<file path="config.mk">
export PLATFORM = sky130hd
export DESIGN_NAME = byte_word_assembler
export DESIGN_NICKNAME = d
export VERILOG_FILES = /design/src/rtl/byte_word_pkg.sv /design/src/rtl/byte_word_assembler_fifo.sv /design/src/rtl/byte_word_assembler.sv
export SDC_FILE = /design/constraint.sdc
export NUM_CORES = 1
export LEC_CHECK = 0
export CAP_MARGIN = 30
export CORE_MARGIN = 3
export CORE_UTILIZATION = 45
export DETAILED_ROUTE_END_ITERATION = 10
export PLACE_DENSITY = 0.72
export SYNTH_ARGS = -nofsm -noshare
export SYNTH_HDL_FRONTEND = slang
export SYNTH_SLANG_ARGS = --single-unit
</file>
<file path="constraint.sdc">
create_clock -name clk -period 2.4 [get_ports clk]
set_clock_uncertainty 0.05 [all_clocks]
set_input_delay 0.48 -clock clk [delete_from_list [all_inputs] [get_ports clk]]
set_output_delay 0.48 -clock clk [all_outputs]
set_load 0.02 [all_outputs]
</file>
<file path="src/rtl/byte_word_pkg.sv">
// Shared types and sizes for the byte-to-word assembler slice.
package byte_word_pkg;

  typedef enum logic {
    FIRST  = 1'b0,
    SECOND = 1'b1
  } state_t;

  localparam int DEFAULT_DEPTH = 4;
  localparam int BYTE_W        = 8;
  localparam int WORD_W        = 16;

  // Order the two bytes of a word according to the configured byte order.
  function automatic logic [WORD_W-1:0] join_bytes(
    input logic              msb_first,
    input logic [BYTE_W-1:0] first_byte,
    input logic [BYTE_W-1:0] second_byte
  );
    if (msb_first) begin
      return {first_byte, second_byte};
    end else begin
      return {second_byte, first_byte};
    end
  endfunction

endpackage

</file>
<file path="src/rtl/byte_word_assembler_fifo.sv">
// First-word-fall-through synchronous FIFO; full/empty come from an occupancy count
// one bit wider than the pointers.
module sync_fifo #(
  parameter int WIDTH = 16,
  parameter int DEPTH = 4
) (
  input  logic             clk,
  input  logic             rst,
  input  logic             wr_en,
  input  logic [WIDTH-1:0] wr_data,
  input  logic             rd_en,
  output logic [WIDTH-1:0] rd_data,
  output logic             full,
  output logic             empty
);

  localparam int AW = $clog2(DEPTH);
  localparam logic [AW-1:0] PTR_INC  = AW'(1'b1);
  localparam logic [AW:0]   CNT_INC  = (AW + 1)'(1'b1);
  localparam logic [AW:0]   CNT_FULL = (AW + 1)'(DEPTH);

  logic [WIDTH-1:0] mem_r [DEPTH];
  logic [AW-1:0]    wr_ptr_r;
  logic [AW-1:0]    rd_ptr_r;
  logic [AW:0]      count_r;
  logic             do_wr_s;
  logic             do_rd_s;

  assign full    = (count_r == CNT_FULL);
  assign empty   = (count_r == {(AW + 1){1'b0}});
  assign do_wr_s = wr_en && !full;
  assign do_rd_s = rd_en && !empty;
  // Force zero on the output while empty so stale storage never leaks out.
  assign rd_data = empty ? {WIDTH{1'b0}} : mem_r[rd_ptr_r];

  // Storage array; needs no reset because reads are gated by empty.
  always_ff @(posedge clk) begin
    if (do_wr_s && rst) begin
      mem_r[wr_ptr_r] <= wr_data;
    end
  end

  // Pointer and occupancy bookkeeping.
  always_ff @(posedge clk) begin
    if (!rst) begin
      wr_ptr_r <= {AW{1'b0}};
      rd_ptr_r <= {AW{1'b0}};
      count_r  <= {(AW + 1){1'b0}};
    end else begin
      if (do_wr_s) begin
        wr_ptr_r <= wr_ptr_r + PTR_INC;
      end
      if (do_rd_s) begin
        rd_ptr_r <= rd_ptr_r + PTR_INC;
      end
      case ({do_wr_s, do_rd_s})
        2'b10:   count_r <= count_r + CNT_INC;
        2'b01:   count_r <= count_r - CNT_INC;
        default: count_r <= count_r;
      endcase
    end
  end

endmodule

</file>
<file path="src/rtl/byte_word_assembler.sv">
// Packs a byte stream into 16-bit words, with realignment on in_align and an
// output FIFO that back-pressures the byte stream.
module byte_word_assembler
  import byte_word_pkg::*;
#(
  parameter int DEPTH     = DEFAULT_DEPTH,
  parameter bit MSB_FIRST = 1'b1
) (
  input  logic              clk,
  input  logic              rst,
  input  logic [BYTE_W-1:0] in_data,
  input  logic              in_valid,
  input  logic              in_align,
  output logic              in_ready,
  output logic [WORD_W-1:0] out_data,
  output logic              out_valid,
  input  logic              out_ready,
  output logic [WORD_W-1:0] word_cnt,
  output logic              align_err
);

  state_t            state_r;
  logic [BYTE_W-1:0] hold_r;
  logic [WORD_W-1:0] word_cnt_r;
  logic              align_err_r;
  logic              accept_s;
  logic              push_s;
  logic [WORD_W-1:0] push_data_s;
  logic              fifo_full_s;
  logic              fifo_empty_s;

  // Only a second byte can need FIFO space, so the first byte is never stalled.
  assign in_ready    = (state_r == FIRST) || !fifo_full_s;
  assign accept_s    = in_valid && in_ready;
  assign push_s      = accept_s && (state_r == SECOND) && !in_align;
  assign push_data_s = join_bytes(MSB_FIRST, hold_r, in_data);
  assign out_valid   = !fifo_empty_s;
  assign word_cnt    = word_cnt_r;
  assign align_err   = align_err_r;

  // Two-state byte pairing FSM with its hold register and status counters.
  always_ff @(posedge clk) begin
    if (!rst) begin
      state_r     <= FIRST;
      hold_r      <= 8'h00;
      word_cnt_r  <= 16'h0000;
      align_err_r <= 1'b0;
    end else if (accept_s) begin
      case (state_r)
        FIRST: begin
          hold_r  <= in_data;
          state_r <= SECOND;
        end
        SECOND: begin
          if (in_align) begin
            hold_r      <= in_data;
            align_err_r <= 1'b1;
          end else begin
            word_cnt_r <= word_cnt_r + 16'd1;
            state_r    <= FIRST;
          end
        end
        default: state_r <= FIRST;
      endcase
    end else begin
      state_r <= state_r;
    end
  end

  sync_fifo #(
    .WIDTH (WORD_W),
    .DEPTH (DEPTH)
  ) u_fifo (
    .clk     (clk),
    .rst     (rst),
    .wr_en   (push_s),
    .wr_data (push_data_s),
    .rd_en   (out_ready),
    .rd_data (out_data),
    .full    (fifo_full_s),
    .empty   (fifo_empty_s)
  );

endmodule

</file>
Word level (Yosys, flattened, before mapping)
Memories as Yosys holds them, arrays and structs flattened. A register that Yosys moved wholly into a read port is not among the register bits.
Index checks and enable logic that the tools add are counted.
{ "op_classes": {"addsub": 5, "n_mul": 0, "div": 0, "magnitude_cmp": 0, "n_eq_ne": 4, "n_shift": 0, "mux": 10, "bitwise_logic": 2, "reduce_logical": 15} }
{ "ops": {"columns": ["op", "n"], "rows": [
  ["16-bit by 1-bit adder with 16-bit output, second input constant", 1],
  ["16-bit 2-to-1 mux", 1],
  ["8-bit case mux with 2 select lines", 1],
  ["8-bit 2-to-1 mux", 1],
  ["1-bit logical AND", 6],
  ["3-bit case mux with 2 select lines", 1],
  ["3-bit AND reduction", 2],
  ["2-bit by 1-bit adder with 2-bit output, second input constant", 2],
  ["2-bit 2-to-1 mux", 2],
  ["3-bit by 1-bit adder with 3-bit output, second input constant", 1],
  ["3-bit == test, second input constant", 1],
  ["1-bit logical NOT", 3],
  ["3-bit logical NOT", 1],
  ["1-bit 2-to-1 mux", 3],
  ["3-bit by 1-bit subtractor with 3-bit output, second input constant", 1],
  ["2-bit by 1-bit == test with 1-bit output, second input constant", 1],
  ["2-bit == test, second input constant", 1],
  ["2-bit != test, second input constant", 1],
  ["1-bit inverter", 2],
  ["1-bit case mux with 2 select lines", 1],
  ["2-bit AND reduction", 1],
  ["2-bit nonzero test", 1],
  ["1-bit logical OR", 1]
]} }
{ "word_totals": {"reg_bits": 33, "latch_bits": 0, "mem_bits_rw": 64, "mem_bits_ro": 0, "inputBits": 13, "memories": 1} }
{ "mem_list": {"columns": ["name", "depth", "width", "read_ports", "rd_clocked_by_memory_dff", "write_ports", "line", "text"], "rows": [
  ["u_fifo.mem_r", 4, 16, 1, 1, 1, "byte_word_assembler_fifo.sv:22", "logic [WIDTH-1:0] mem_r [DEPTH];"]
]} }

Logic depth before layout (Yosys ltp)
Gate-level depths: netlist of run 1.
{ "logic_depth": {"ltp_word": 10, "mapped_depth": 9, "ltp_nobuf": 9} }

Cells and area by module
A second synthesis of run 1 with hierarchy kept.
{ "hier_totals": {"cells_unflattened": 278, "hier_area_um2": 4137.7} }
{ "modules_own_cells": {"columns": ["module", "n_inst", "cells_each", "area_each_um2", "seq_area_each_um2"], "rows": [
  ["sync_fifo", 1, 156, 3025.4, 2102.0],
  ["byte_word_assembler", 1, 122, 1112.3, 520.5]
]} }

Least setup slack after synthesis of run 1
No wires, ideal clock.
{ "synth_timing": {"path_type": "register to register", "from": "register u_fifo.count_r[0]", "to": "register u_fifo.count_r[2]", "setup_ps": 70, "t_arrival_ps": 2026, "setup_slack_ps": 254, "stages_incl_launch_ff": 10, "period_less_slack_ps": 2146, "cell_sequence": "dfxtp_1 > or3_1 > clkbuf_1 > and2_1 > ha_1 > inv_1 > fa_1 > xor2_1 > or3_1 > a21oi_1"} }
{ "synth_between": {"word_cells_on_any_way": 16, "cone_classes": "2 x add/sub; 3 x eq/ne; 1 x mux; 10 x reduce/logical"} }
{ "synth_rtl": {"columns": ["item", "line", "text"], "rows": [
  ["start: declaration", "byte_word_assembler_fifo.sv:25", "logic [AW:0] count_r;"],
  ["start signal: assignment", "byte_word_assembler_fifo.sv:48", "count_r <= {(AW + 1){1'b0}};"],
  ["start signal: assignment", "byte_word_assembler_fifo.sv:57", "2'b10: count_r <= count_r + CNT_INC;"],
  ["start signal: assignment", "byte_word_assembler_fifo.sv:58", "2'b01: count_r <= count_r - CNT_INC;"],
  ["3-bit logical NOT *", "byte_word_assembler_fifo.sv:30", "assign empty = (count_r == {(AW + 1){1'b0}});"],
  ["1-bit logical NOT *", "byte_word_assembler_fifo.sv:32", "assign do_rd_s = rd_en && !empty;"],
  ["1-bit logical AND *", "byte_word_assembler_fifo.sv:32", null],
  ["via u_fifo.do_rd_s", "byte_word_assembler_fifo.sv:27", "logic do_rd_s;"],
  ["2-bit by 1-bit == test with 1-bit output or 2-bit == test (tied branches)", "byte_word_assembler_fifo.sv:56", "case ({do_wr_s, do_rd_s})"],
  ["3-bit case mux with 2 select lines or 2-bit nonzero test (tied branches)", null, null]
]} }
Mark *: on every way through the listed nets, which the timed path passes. The rest lies on a longest branch.
A chain may end at the register's enable or synchronous reset.

==> results of run 1 <==
-- layout make-up --
type	count	area [µm²]	share of cell area [%]
Tap cell	108	135	2.71
Multi-Input combinational cell	165	1350	27.0
Timing Repair Buffer	69	649	13.0
Inverter	8	30.0	0.602
Sequential cell	99	2630	52.7
Clock inverter	7	76.3	1.53
Clock buffer	9	124	2.48
-- registers in the layout (all words and copies together), names as in the netlist, named ones only --
register / cells
u_fifo.mem_r: 64
word_cnt: 16
hold_r: 8
u_fifo.count_r: 3
u_fifo.rd_ptr_r: 2
u_fifo.wr_ptr_r: 2
align_err: 1
state_r: 1
-- layer usage --
| layer | share of wire (%) | global-route usage [%] | vias to the layer above |
|---|---|---|---|
| met5 | 0 | 0 | - |
| met1 | 45 | 21.2 | 1234 |
| met2 | 49 | 26.0 | 61 |
| met3 | 4.5 | 2.77 | 8 |
| met4 | 1.3 | 6.54 | 0 |
| li1 | - | - | 1181 |
-- power by group through the flow --
stage	Sequential, mW	Clock, mW	Combinational, mW
final	1.88	1.06	0.477
after global routing	1.88	1.14	0.522
after detailed placement	1.91	0	0.502
after floorplan	1.90	0	0.294
after CTS	1.88	1.10	0.498
after global placement	1.91	0	0.494
-- placed cells by master, fill, tap and decap left out, types with 3 or more instances in the layout --
master	n
sky130_fd_sc_hd__edfxtp_1	64
sky130_fd_sc_hd__dfxtp_1	34
sky130_fd_sc_hd__clkdlybuf4s50_1	30
sky130_fd_sc_hd__nand2_1	26
sky130_fd_sc_hd__nor2_1	19
sky130_fd_sc_hd__and2_1	18
sky130_fd_sc_hd__buf_4	18
sky130_fd_sc_hd__mux4_2	16
sky130_fd_sc_hd__mux2i_1	12
sky130_fd_sc_hd__and3_1	10
sky130_fd_sc_hd__buf_2	10
sky130_fd_sc_hd__a21oi_1	9
sky130_fd_sc_hd__clkbuf_8	9
sky130_fd_sc_hd__inv_1	8
sky130_fd_sc_hd__o21ai_0	8
sky130_fd_sc_hd__xnor2_1	6
sky130_fd_sc_hd__xor2_1	6
sky130_fd_sc_hd__ha_1	6
sky130_fd_sc_hd__clkdlybuf4s15_2	6
sky130_fd_sc_hd__or3_1	5
sky130_fd_sc_hd__clkinvlp_4	5
sky130_fd_sc_hd__nand4b_1	4
sky130_fd_sc_hd__nand3_1	4
sky130_fd_sc_hd__buf_12	3
-- stage by stage --
step           utilization, %  TNS [ps]  instances  instance area, µm²  hold WS [ps]
2_1_floorplan               -         0        286                4070           410
3_3_place_gp             54.7     -32.4        448                4790           422
3_5_place_dp             54.7     -79.3        448                4790           439
4_1_cts                  57.3     -10.1        465                5020           454
5_1_grt                  56.9         0        465                4990           482
6_report                 56.9         0        465                4990           445
-- path summary, 6_finish.rpt --
check / end / from / cells past startpoint / slack (ps)
hold reg to reg: word_cnt[15] / word_cnt[15] / 2 / 440
hold / removal: word_cnt[15] / word_cnt[15] / 2 / 440
setup / recovery: out_data[4] / flip-flop / 4 / 60
setup reg to reg: u_fifo.count_r[2] / u_fifo.count_r[0] / 8 / 190
-- kinds of logic after synthesis --
family                     Yosys count  synth area share, %
AOI/OAI and AO/OA                   18                 2.28
xor gates and xnor gates            12                 2.58
adders and majority gates            7                 2.34
buffers and inverters               22                 2.55
DFF                                 99                 64.5
muxes                               28                 11.8
and+or+nand+nor                    100                 13.9
-- what timing repair did --
item | 4_1_cts | 5_1_grt
endpoints found under the hold margin | 0 | 0
endpoints found under the setup margin | 17 | 7
resized for setup | 56 | 7
gates cloned | 1 | 0
hold buffers | 0 | 0
-- worst reg2reg max path, cell delays in order (launching register included) --
cell and delay [ps]:
sky130_fd_sc_hd__dfxtp_1 460, sky130_fd_sc_hd__or3_1 190, sky130_fd_sc_hd__and2_1 180, sky130_fd_sc_hd__ha_1 200, sky130_fd_sc_hd__inv_1 70, sky130_fd_sc_hd__fa_1 370
sky130_fd_sc_hd__xor2_1 160, sky130_fd_sc_hd__or3_1 300, sky130_fd_sc_hd__a21oi_1 150
==> metrics.log, run 1 <==
INFO  metric outcome = completed
INFO  metric areaGrowthSynthToFinish = 22.6%
INFO  metric dieArea = 10,200 µm²
INFO  metric critPathTopFamily = multiplexers
INFO  metric worst_setup_path_start_kind = flip-flop
INFO  metric cp_slowest_cell = sky130_fd_sc_hd__mux4_2
INFO  metric syn_area = between 4000 and 5000 µm²
INFO  metric drive_above_1_share = 21.3%
INFO  metric timing_worst_slew_pin_value = 723 ps
INFO  metric post_synth.cell_area_avg = 14.2 µm²
INFO  metric insertion_delay = 360 ps
INFO  metric critPathKind = flip-flop to output port
INFO  metric synthTopCellsByArea = sky130_fd_sc_hd__edfxtp_1 47%, sky130_fd_sc_hd__dfxtp_1 17%, sky130_fd_sc_hd__mux4_2 8.9%, sky130_fd_sc_hd__mux2i_1 3.0%, sky130_fd_sc_hd__and2_1 2.8%
INFO  metric hpwlAfterDp = roughly 5000 µm
INFO  metric final_net_count = 372
INFO  metric yosys_register_bits = 99
INFO  metric synth_enable_flop_cells = 64
INFO  metric placement.setup.worst_slack = -79.3 ps
INFO  metric worst_setup_hold_path_clk_slew = about 90 ps
INFO  metric postSynth.topFlopCell = sky130_fd_sc_hd__edfxtp_1
INFO  metric grt_start_max_net_pins = 24
INFO  metric first_pass_iters = 4
INFO  metric grt_setup_unrepaired = false
INFO  metric static-leakage-power = 1.78 nW
INFO  metric post-synth-top-area-fraction = between 40 and 50%
INFO  metric io-pin-count = 48
INFO  metric power_after_layout = 3.42 mW
INFO  metric power.ir.vdd_worst = 0.293 mV
INFO  metric netlist-cell-type-count = 34
INFO  metric port_buffers = 47
INFO  metric share_of_flip_flops_with_an_asynchronous_set_or_reset_after_synthesis = 0%
INFO  metric place_congestion = ~0.8
INFO  metric grt-ovfl-total = 0
INFO  metric setup_ws = 60.1 ps
INFO  metric detail_route.wl_per_cell = 16.6 µm
INFO  metric synth.yosys.warnings = 0
INFO  metric initial_utilization = a little under half
INFO  metric row_count = 34
INFO  metric worst-endpoint-required = ~1900 ps
INFO  metric tritoncts_clock_tree = done
INFO  metric postcts_setup_bufs = 0
INFO  metric critical_path_capture_point_type = output port
INFO  metric synth_top_cell_by_area = sky130_fd_sc_hd__edfxtp_1
INFO  metric drv_slew = 0
INFO  metric number_of_global_route_vias_before_repair = roughly 2,500
INFO  metric share_clk_of_total_power = 31.1%
INFO  metric drt-total-wl = between 7000 and 8000 µm
INFO  metric fp.dieW = 101 µm
INFO  metric cts_htree_levels = 3
INFO  metric slew_headroom = a little over 50%
INFO  metric final_hold_viol_count = 0
INFO  metric fp.dieH = 101 µm
INFO  metric final_min_period_over_clock_period = 97.5%
INFO  metric seq_total_area_yosys = 64.5%
INFO  metric cts_root_cell = sky130_fd_sc_hd__clkbuf_8
INFO  metric cts-buffers-inserted = 9
INFO  metric drc = 0
INFO  metric critical_path.n_buffers_inverters = 2
INFO  metric fill_cells = 693
INFO  metric max_clock_freq = 427 MHz
INFO  metric max_cap_viol_count = 0
INFO  metric comb_power_share = about 14%
INFO  metric cp_cell_sequence = buf_16 > mux4_2 > and2_1 > clkdlybuf4s15_2
INFO  metric timing.final.setup_violations = 0
INFO  metric synthesis.nets = 306
INFO  metric power.density = 686 nW/µm²
INFO  metric ctsLongestPathBuffers = 2
INFO  metric min_period = 2340 ps
INFO  metric clock-sinks = 99
INFO  metric power.sequential.fraction = 54.9%
INFO  metric post_drt_via_cell_ratio = 5.34
INFO  metric max_stage_delay = 490 ps
INFO  metric worst_hold_path_type = flip-flop to flip-flop
INFO  metric post_synth_inst_count = 286
INFO  metric critical_path_arrival = approximately 1800 ps
INFO  metric power.internal = 2.56 mW
INFO  metric post-synth-top-count-cell = sky130_fd_sc_hd__edfxtp_1
INFO  metric p_sw_share = roughly 25%
INFO  metric grt_first_pass_wirelength = 12,400 µm
INFO  metric coreArea = between 8000 and 9000 µm²
INFO  metric critical_path_peak_fanout = 8
INFO  metric power_switching = around 0.86 mW
INFO  metric diodes = 0
INFO  metric track_usage = 16.0%
INFO  metric detailedRoute.firstIterationViolations = slightly above 80
INFO  metric netlist_top_cells_count = 64 x sky130_fd_sc_hd__edfxtp_1, 35 x sky130_fd_sc_hd__dfxtp_1, 26 x sky130_fd_sc_hd__nand2_1, 19 x sky130_fd_sc_hd__nor2_1, 18 x sky130_fd_sc_hd__and2_1
INFO  metric vias = approximately 2,500
INFO  metric ant_nets = 0
INFO  metric antenna_found_initial = 0
No activity file was read; power rests on OpenSTA's default activity.
==> run 2, diff against run 1 <==
CAP_MARGIN = 10   (was 30)
==> results of run 2 <==
The final DEF is identical to that of run 1; final timing and power are the same.
==> run 3, diff against run 2 <==
CTS_CLUSTER_DIAMETER = 120   (was default)
==> results of run 3 <==
The final DEF is identical to that of run 1; final timing and power are the same.
